<file path="config.mk">
export PLATFORM = sky130hd
export DESIGN_NAME = riscv_multicycle_core
export DESIGN_NICKNAME = d
export VERILOG_FILES = /design/src/rtl/riscv_mc_pkg.sv /design/src/rtl/riscv_mc_alu.sv /design/src/rtl/riscv_multicycle_core.sv
export SDC_FILE = /design/constraint.sdc
export NUM_CORES = 2
export LEC_CHECK = 0
export BUFFER_PORTS_ARGS = -buffer_cell sky130_fd_sc_hd__clkbuf_2
export CAP_MARGIN = 5
export CORE_MARGIN = 3
export CORE_UTILIZATION = 64
export DETAILED_ROUTE_END_ITERATION = 10
export GPL_TIMING_DRIVEN = 0
export PLACE_DENSITY = 0.82
export SLEW_MARGIN = 25
export SYNTH_ARGS = -nofsm -noshare
export SYNTH_HDL_FRONTEND = slang
export SYNTH_SLANG_ARGS = --single-unit
</file>
<file path="constraint.sdc">
create_clock -name clk -period 57.4 [get_ports clk]
set_clock_uncertainty 0.1 [all_clocks]
set_input_delay 5.74 -clock clk [delete_from_list [all_inputs] [get_ports clk]]
set_output_delay 5.74 -clock clk [all_outputs]
set_load 0.02 [all_outputs]
</file>
<file path="src/rtl/riscv_mc_pkg.sv">
// Shared constants and types for the multi-cycle RV32 core.
// Opcodes, funct fields, FSM state codes, ALU ops and immediate formats.
package riscv_mc_pkg;

    localparam logic [6:0] OPC_LOAD   = 7'b0000011;
    localparam logic [6:0] OPC_STORE  = 7'b0100011;
    localparam logic [6:0] OPC_OP     = 7'b0110011;
    localparam logic [6:0] OPC_OP_IMM = 7'b0010011;
    localparam logic [6:0] OPC_BRANCH = 7'b1100011;
    localparam logic [6:0] OPC_JAL    = 7'b1101111;

    localparam logic [2:0] F3_ADD = 3'b000;
    localparam logic [2:0] F3_SLT = 3'b010;
    localparam logic [2:0] F3_OR  = 3'b110;
    localparam logic [2:0] F3_AND = 3'b111;
    localparam logic [2:0] F3_LW  = 3'b010;
    localparam logic [2:0] F3_SW  = 3'b010;
    localparam logic [2:0] F3_BEQ = 3'b000;
    localparam logic [2:0] F3_BLT = 3'b100;

    localparam logic [6:0] F7_BASE = 7'b0000000;
    localparam logic [6:0] F7_SUB  = 7'b0100000;

    typedef logic [2:0] state_t;
    localparam state_t S_FETCH  = 3'd0;
    localparam state_t S_DECODE = 3'd1;
    localparam state_t S_EXEC   = 3'd2;
    localparam state_t S_MEM    = 3'd3;
    localparam state_t S_WB     = 3'd4;
    localparam state_t S_TRAP   = 3'd5;

    typedef enum logic [2:0] {
        ALU_ADD,
        ALU_SUB,
        ALU_AND,
        ALU_OR,
        ALU_SLT
    } alu_op_e;

    typedef enum logic [2:0] {
        IMM_NONE,
        IMM_I,
        IMM_S,
        IMM_B,
        IMM_J
    } imm_type_e;

endpackage

</file>
<file path="src/rtl/riscv_mc_alu.sv">
// Shared ALU: add/sub/and/or/slt with result-zero and signed less-than flags.
module riscv_mc_alu
    import riscv_mc_pkg::*;
#(
    parameter int XLEN = 32
) (
    input  logic [XLEN-1:0] a_i,
    input  logic [XLEN-1:0] b_i,
    input  alu_op_e         op_i,
    output logic [XLEN-1:0] y_o,
    output logic            zero_o,
    output logic            lt_o
);

    assign lt_o = $signed(a_i) < $signed(b_i);

    always_comb begin
        y_o = '0;
        unique case (op_i)
            ALU_ADD: y_o = a_i + b_i;
            ALU_SUB: y_o = a_i - b_i;
            ALU_AND: y_o = a_i & b_i;
            ALU_OR:  y_o = a_i | b_i;
            ALU_SLT: y_o = {{(XLEN-1){1'b0}}, lt_o};
            default: y_o = '0;
        endcase
    end

    assign zero_o = (y_o == '0);

endmodule

</file>
<file path="src/rtl/riscv_multicycle_core.sv">
// Multi-cycle RV32 subset core with one ALU and one unified memory port.
// Define PERF_CNT_EN to add 64-bit cycle_cnt / instret_cnt outputs.
module riscv_multicycle_core
    import riscv_mc_pkg::*;
#(
    parameter int              XLEN     = 32,
    parameter int              NREGS    = 32,
    parameter logic [XLEN-1:0] RESET_PC = '0
) (
    input  logic            clk,
    input  logic            areset,
    output logic            mem_req,
    output logic            mem_we,
    output logic [XLEN-1:0] mem_addr,
    output logic [XLEN-1:0] mem_wdata,
    input  logic [XLEN-1:0] mem_rdata,
    input  logic            mem_ready,
    output logic            instr_retired,
    output logic            trap,
    output logic [XLEN-1:0] pc_out
`ifdef PERF_CNT_EN
    ,
    output logic [63:0]     cycle_cnt,
    output logic [63:0]     instret_cnt
`endif
);

    localparam int IW = (NREGS > 1) ? $clog2(NREGS) : 1;

    state_t          state_q, state_d;
    logic [XLEN-1:0] pc_q, pc_d;
    logic [XLEN-1:0] oldpc_q, oldpc_d;
    logic [31:0]     ir_q, ir_d;
    logic [XLEN-1:0] a_q, a_d;
    logic [XLEN-1:0] b_q, b_d;
    logic [XLEN-1:0] imm_q, imm_d;
    logic [XLEN-1:0] tgt_q, tgt_d;
    logic [XLEN-1:0] alu_q, alu_d;
    logic [XLEN-1:0] mdr_q, mdr_d;
    logic            trap_q, trap_d;
    logic [XLEN-1:0] rf_q [NREGS];
    logic            rf_we;
    logic [XLEN-1:0] rf_wdata;

    logic [6:0] opc;
    logic [2:0] f3;
    logic [6:0] f7;
    logic [4:0] rd, rs1, rs2;
    assign opc = ir_q[6:0];
    assign rd  = ir_q[11:7];
    assign f3  = ir_q[14:12];
    assign rs1 = ir_q[19:15];
    assign rs2 = ir_q[24:20];
    assign f7  = ir_q[31:25];

    logic      legal, use_imm, is_lw, is_sw, is_br, is_blt, is_jal;
    logic      use_rs1, use_rs2, use_rd;
    alu_op_e   ex_op;
    imm_type_e imm_type;

    always_comb begin
        legal    = 1'b0;
        use_imm  = 1'b0;
        is_lw    = 1'b0;
        is_sw    = 1'b0;
        is_br    = 1'b0;
        is_blt   = 1'b0;
        is_jal   = 1'b0;
        use_rs1  = 1'b0;
        use_rs2  = 1'b0;
        use_rd   = 1'b0;
        ex_op    = ALU_ADD;
        imm_type = IMM_NONE;
        unique case (opc)
            OPC_OP: begin
                use_rs1 = 1'b1;
                use_rs2 = 1'b1;
                use_rd  = 1'b1;
                legal   = (f7 == F7_BASE &&
                           (f3 == F3_ADD || f3 == F3_SLT ||
                            f3 == F3_OR || f3 == F3_AND)) ||
                          (f7 == F7_SUB && f3 == F3_ADD);
                unique case (f3)
                    F3_SLT:  ex_op = ALU_SLT;
                    F3_OR:   ex_op = ALU_OR;
                    F3_AND:  ex_op = ALU_AND;
                    default: ex_op = (f7 == F7_SUB) ? ALU_SUB : ALU_ADD;
                endcase
            end
            OPC_OP_IMM: begin
                use_rs1  = 1'b1;
                use_rd   = 1'b1;
                use_imm  = 1'b1;
                imm_type = IMM_I;
                legal    = (f3 == F3_ADD || f3 == F3_SLT ||
                            f3 == F3_OR || f3 == F3_AND);
                unique case (f3)
                    F3_SLT:  ex_op = ALU_SLT;
                    F3_OR:   ex_op = ALU_OR;
                    F3_AND:  ex_op = ALU_AND;
                    default: ex_op = ALU_ADD;
                endcase
            end
            OPC_LOAD: begin
                use_rs1  = 1'b1;
                use_rd   = 1'b1;
                use_imm  = 1'b1;
                is_lw    = 1'b1;
                imm_type = IMM_I;
                legal    = (f3 == F3_LW);
            end
            OPC_STORE: begin
                use_rs1  = 1'b1;
                use_rs2  = 1'b1;
                use_imm  = 1'b1;
                is_sw    = 1'b1;
                imm_type = IMM_S;
                legal    = (f3 == F3_SW);
            end
            OPC_BRANCH: begin
                use_rs1  = 1'b1;
                use_rs2  = 1'b1;
                is_br    = 1'b1;
                is_blt   = (f3 == F3_BLT);
                ex_op    = ALU_SUB;
                imm_type = IMM_B;
                legal    = (f3 == F3_BEQ || f3 == F3_BLT);
            end
            OPC_JAL: begin
                use_rd   = 1'b1;
                is_jal   = 1'b1;
                imm_type = IMM_J;
                legal    = 1'b1;
            end
            default: legal = 1'b0;
        endcase
        if ((use_rs1 && int'(rs1) >= NREGS) ||
            (use_rs2 && int'(rs2) >= NREGS) ||
            (use_rd && int'(rd) >= NREGS))
            legal = 1'b0;
    end

    logic [31:0]     imm32;
    logic [XLEN-1:0] imm;

    always_comb begin
        imm32 = '0;
        unique case (imm_type)
            IMM_I: imm32 = {{20{ir_q[31]}}, ir_q[31:20]};
            IMM_S: imm32 = {{20{ir_q[31]}}, ir_q[31:25], ir_q[11:7]};
            IMM_B: imm32 = {{19{ir_q[31]}}, ir_q[31], ir_q[7],
                            ir_q[30:25], ir_q[11:8], 1'b0};
            IMM_J: imm32 = {{11{ir_q[31]}}, ir_q[31], ir_q[19:12],
                            ir_q[20], ir_q[30:21], 1'b0};
            default: imm32 = '0;
        endcase
    end

    assign imm = XLEN'($signed(imm32));

    // DECODE borrows the ALU to precompute OLDPC + imm as the jump target.
    logic [XLEN-1:0] alu_a, alu_b, alu_y;
    logic            alu_zero, alu_lt;
    alu_op_e         alu_op;

    always_comb begin
        alu_a  = a_q;
        alu_b  = use_imm ? imm_q : b_q;
        alu_op = ex_op;
        if (state_q == S_DECODE) begin
            alu_a  = oldpc_q;
            alu_b  = imm;
            alu_op = ALU_ADD;
        end
    end

    riscv_mc_alu #(
        .XLEN (XLEN)
    ) u_alu (
        .a_i    (alu_a),
        .b_i    (alu_b),
        .op_i   (alu_op),
        .y_o    (alu_y),
        .zero_o (alu_zero),
        .lt_o   (alu_lt)
    );

    logic br_taken;
    assign br_taken = is_blt ? alu_lt : alu_zero;

    always_comb begin
        state_d  = state_q;
        pc_d     = pc_q;
        oldpc_d  = oldpc_q;
        ir_d     = ir_q;
        a_d      = a_q;
        b_d      = b_q;
        imm_d    = imm_q;
        tgt_d    = tgt_q;
        alu_d    = alu_q;
        mdr_d    = mdr_q;
        trap_d   = trap_q;
        rf_we    = 1'b0;
        rf_wdata = is_lw ? mdr_q : alu_q;
        unique case (state_q)
            S_FETCH: begin
                if (mem_ready) begin
                    ir_d    = mem_rdata[31:0];
                    oldpc_d = pc_q;
                    pc_d    = pc_q + XLEN'(4);
                    state_d = S_DECODE;
                end
            end
            S_DECODE: begin
                if (!legal) begin
                    trap_d  = 1'b1;
                    state_d = S_TRAP;
                end else begin
                    a_d     = rf_q[rs1[IW-1:0]];
                    b_d     = rf_q[rs2[IW-1:0]];
                    imm_d   = imm;
                    tgt_d   = alu_y;
                    state_d = S_EXEC;
                end
            end
            S_EXEC: begin
                if (is_br) begin
                    if (br_taken)
                        pc_d = {tgt_q[XLEN-1:2], 2'b00};
                    state_d = S_FETCH;
                end else if (is_jal) begin
                    pc_d    = tgt_q;
                    alu_d   = pc_q;
                    state_d = S_WB;
                end else begin
                    alu_d   = alu_y;
                    state_d = (is_lw || is_sw) ? S_MEM : S_WB;
                end
            end
            S_MEM: begin
                if (mem_ready) begin
                    mdr_d   = mem_rdata;
                    state_d = is_lw ? S_WB : S_FETCH;
                end
            end
            S_WB: begin
                rf_we   = (rd != 5'd0);
                state_d = S_FETCH;
            end
            S_TRAP: state_d = S_TRAP;
            default: state_d = S_TRAP;
        endcase
    end

    always_ff @(posedge clk or posedge areset) begin
        if (areset) begin
            state_q <= S_FETCH;
            pc_q    <= RESET_PC;
            oldpc_q <= '0;
            ir_q    <= '0;
            a_q     <= '0;
            b_q     <= '0;
            imm_q   <= '0;
            tgt_q   <= '0;
            alu_q   <= '0;
            mdr_q   <= '0;
            trap_q  <= 1'b0;
            for (int i = 0; i < NREGS; i++)
                rf_q[i] <= '0;
        end else begin
            state_q <= state_d;
            pc_q    <= pc_d;
            oldpc_q <= oldpc_d;
            ir_q    <= ir_d;
            a_q     <= a_d;
            b_q     <= b_d;
            imm_q   <= imm_d;
            tgt_q   <= tgt_d;
            alu_q   <= alu_d;
            mdr_q   <= mdr_d;
            trap_q  <= trap_d;
            if (rf_we)
                rf_q[rd[IW-1:0]] <= rf_wdata;
        end
    end

    // Outputs are gated by areset so a reset drops a pending request at once.
    logic in_fetch, in_mem;
    assign in_fetch = !areset && state_q == S_FETCH;
    assign in_mem   = !areset && state_q == S_MEM;

    assign mem_req   = in_fetch || in_mem;
    assign mem_we    = in_mem && is_sw;
    assign mem_addr  = in_fetch ? {pc_q[XLEN-1:2], 2'b00} :
                       in_mem   ? {alu_q[XLEN-1:2], 2'b00} : '0;
    assign mem_wdata = (in_mem && is_sw) ? b_q : '0;

    assign instr_retired = !areset &&
                           ((state_q == S_EXEC && is_br) ||
                            (state_q == S_MEM && mem_ready && is_sw) ||
                            state_q == S_WB);
    assign trap   = trap_q;
    assign pc_out = pc_q;

`ifdef PERF_CNT_EN
    logic [63:0] cyc_q, ret_q;

    always_ff @(posedge clk or posedge areset) begin
        if (areset) begin
            cyc_q <= '0;
            ret_q <= '0;
        end else begin
            if (state_q != S_TRAP)
                cyc_q <= cyc_q + 64'd1;
            if (instr_retired)
                ret_q <= ret_q + 64'd1;
        end
    end

    assign cycle_cnt   = cyc_q;
    assign instret_cnt = ret_q;
`endif

endmodule

</file>
==> metrics.md <==
| Metric | Value |
|---|---|
| Synth warn | 0 |
| Avg Vias per Cell | 7.15 |
| Simple-gate share of the synthesized area | 0.115 |
| Largest net degree at the start of global routing | 107 |
| Die height | 338 um |
| Routed Wire Length | 278000 um |
| CP Data Required Time | 51.56 ns |
| Fillers | 7533 |
| Worst-path clk slew | 0.06 ns |
| Post-Syn Area | 70700 um2 |
| First-pass GRT wire length | 405000 um |
| Logic pwr share | 0.460 |
| Synth Area in Adders | 0.0186 |
| Slew @ Worst Pin | 1.22 ns |
| Hold Vio Cnt, Final | 0 |
| Starting Density | 0.647 |
| Hpwl dp | 216000 um |
| DR WL/cell | 32.5 um |
| I/O pin count | 135 |
| Share of layout cells above drive strength 1 | 0.169 |
| Switch share | 0.439 |
| Outcome | completed |
| Max H-tree Level | 4 |
| Setup WS post-layout | 43.82 ns |
| Synthesized flop and latch total | 1305 |
| Flop pwr share | 0.315 |
| Worst hold start | oldpc_q[13] |
| Pleak | 33.4 nW |
| Final net count | 7094 |
| Initial antenna violation count | 14 |
| Number of I/O port buffers | 132 |
| GRT Total Usage | 0.486 |
| CTS resizes | 0 |
| Complex-gate fraction of the synthesized area | 0.131 |
| Share of flip-flops with an asynchronous set or reset | 1.00 |
| DRC Markers | 0 |
| Vias | 61100 |
| Syn Area/Cell | 10.6 um2 |
| CP Launch Point | areset |
| Sum Neg Setup Slack | 0 ns |
| Top FF cell, synth | dfrtp_1 |
| Crit Path Class | in -> out |
| Skew-Pair Late Insertion Delay | 0.78 ns |
| XOR/XNOR Fraction of Synth Area | 0.000619 |
| Hold buffer count at cts | 0 |
| Net switching power | 0.00182 W |
| Main combinational cell family by area after synthesis | multiplexers |
| Die Area | 115000 um2 |
| CTS buffer count | 138 |
| Peak supply drop | 0.0401 mV |
| Max Buffers Root-to-Sink | 3 |
| Clock sinks | 1305 |
| Arr. time, crit path | 7.74 ns |
| Fin. max-slew vios | 0 |
| FMAX | 73.6 MHz |
| Post-synthesis sequential area ratio | 0.462 |
| Total congestion overflow | 0 |
| Tmin final | 13.58 ns |
| Startpoint types | input port |
| Slew Limit Headroom | 0.184 |
| Clock power frac | 0.225 |
| Pwr/cell area | 52.7 nW/um2 |
| CTS tree | yes |
| Tightest Hold Check Type | reg -> reg |
| EDFF count, synth | 0 |
| GPL Wtd Cong | 1.10 |
| Layout area overhead | 11.1% |
| First drt pass iteration count | 7 |
| R2R Path Start | ir_q[20] |
| Post-CTS Setup Bufs | 0 |
| Vias in the first global route | 60900 |
| Detailed Route Iter0 Violations | 8432 |
| Max_cap viols | 0 |
| Core box area | 109000 um2 |
| RSZ-0062 raised after global routing | false |
| Mux cell area share after synthesis | 0.232 |
| Pint | 0.00232 W |
| Setup Slack @ Placement | 43.93 ns |
| Critical-path maximum fanout | 10 |
| Final ANT Viol Nets | 0 |
| Endpoints failing setup | 0 |
| Num rows | 121 |
| Clock root cell | clkbuf_16 |
| Post-Synthesis Cells | 6658 |
| Final Cycle Share | 0.237 |
| Crit end category | output pin |
| Netlist cell types | 89 |
| Chip width | 338 um |
routing by layer:
| layer | track usage | up-vias | share of wire |
|---|---|---|---|
| met5 | 0.00792 | - | 0.00055 |
| met4 | 0.361 | 8 | 0.094 |
| met1 | 0.585 | 30400 | 0.33 |
| met3 | 0.151 | 1249 | 0.12 |
| met2 | 0.743 | 4834 | 0.45 |
| li1 | - | 24600 | - |
critical path: stages:
cell,delay (ns)
clkbuf_2,0.19
nor4_2,0.57
buf_4,0.29
clkbuf_1,0.38
and2_1,0.34
clkbuf_2,0.22
power groups by stage:
stage	combinational [W]	sequential (W)	clock, W
6_report	0.00190	0.00130	0.000932
3_3_place_gp	0.00176	0.00129	0
2_1_floorplan	0.00117	0.00124	0
3_5_place_dp	0.00181	0.00130	0
4_1_cts	0.00182	0.00129	0.000925
5_1_grt	0.00198	0.00132	0.000964
layout by cell type, fill, tap and decap left out, drive strengths merged, types with 11 or more instances in the layout:
cell type	netlist	final
nor2	479	479
mux2i	135	135
dfrtp	1305	1305
a221oi	14	14
ha	102	102
nand2	1243	1243
a21o	14	14
mux2	58	58
nor2b	18	18
and2	42	42
a22o	38	38
buf	97	114
inv	104	109
clkbuf	552	885
a211oi	18	18
o21ai	866	866
a21oi	506	506
o31ai	22	22
a31oi	42	42
mux4	640	640
and3	11	11
nor4	21	21
nor3	43	43
or3	13	13
clkinv	0	32
o21bai	13	13
diode	0	13
bufinv	0	11
nand3	42	42
or2	16	16
nand4	25	25
o211ai	18	18
synth_stat cells, types with 20 or more instances:
cell type,n,area share
and2_1,42,0.0037
buf_1,72,0.0038
nand3_1,42,0.0030
clkbuf_1,552,0.029
ha_1,102,0.018
mux4_2,640,0.20
a21oi_1,505,0.036
mux2i_1,135,0.019
a22o_1,38,0.0047
inv_1,104,0.0055
o21ai_0,864,0.061
nand4_1,25,0.0022
a31oi_1,41,0.0036
nor3_1,43,0.0030
o31ai_1,22,0.0023
nor4_1,20,0.0018
dfrtp_1,1305,0.46
mux2_2,57,0.0091
nand2_1,1243,0.066
nor2_1,479,0.025
cell type report:
type | count | area [um2] | share of cell area
diodes | 13 | 32.5 | 0.000414
plain buffers | 649 | 2540 | 0.0324
clock buffers | 195 | 3950 | 0.0503
clock inverters | 51 | 702 | 0.00893
inverters | 104 | 398 | 0.00506
multi-input cells | 4601 | 35300 | 0.449
flip-flops and latches | 1305 | 32700 | 0.416
well taps | 1476 | 1850 | 0.0235
repair buffers | 156 | 1150 | 0.0147
logic make-up after synthesis:
group                      after synthesis
AOI/OAI and AO/OA                     1666
xor gates and xnor gates                 5
adders and majority gates              104
buffers and inverters                  753
DFF                                   1305
muxes                                  833
other                                    1
and+or+nand+nor                       1991
flip-flops by register name (all words and copies together) (netlist names), 3 cells and up:
| signal | cells |
|---|---|
| imm_q | 21 |
| b_q | 32 |
| rf_q | 1024 |
| pc_out | 32 |
| a_q | 32 |
| state_q | 3 |
| mdr_q | 32 |
| tgt_q | 32 |
| alu_q | 32 |
| oldpc_q | 32 |
| ir_q | 32 |
path summary, 6_finish.rpt:
check                                      to  slack (ns)  depth (start not counted)
worst max-delay path            mem_wdata[15]       43.82                          6
worst min register to register    oldpc_q[13]        0.38                          2
max in group asynchronous           rf_q[341]       49.95                          6
worst max register to register     pc_out[12]       47.79                         24
min in group asynchronous          pc_out[14]        4.99                          2
worst min-delay path              oldpc_q[13]        0.38                          2
through the flow:
step           utilization  instance area [um2]  total power, W  hold slack, ns  cells
2_1_floorplan            -                70700         0.00242           0.341   6659
3_3_place_gp         0.670                73200         0.00304           0.351   8267
3_5_place_dp         0.675                73800         0.00310           0.364   8290
4_1_cts              0.718                78500         0.00404           0.378   8536
5_1_grt              0.719                78500         0.00426           0.401   8537
6_report             0.719                78600         0.00414           0.383   8550
No activity file was read; power rests on OpenSTA's default activity.
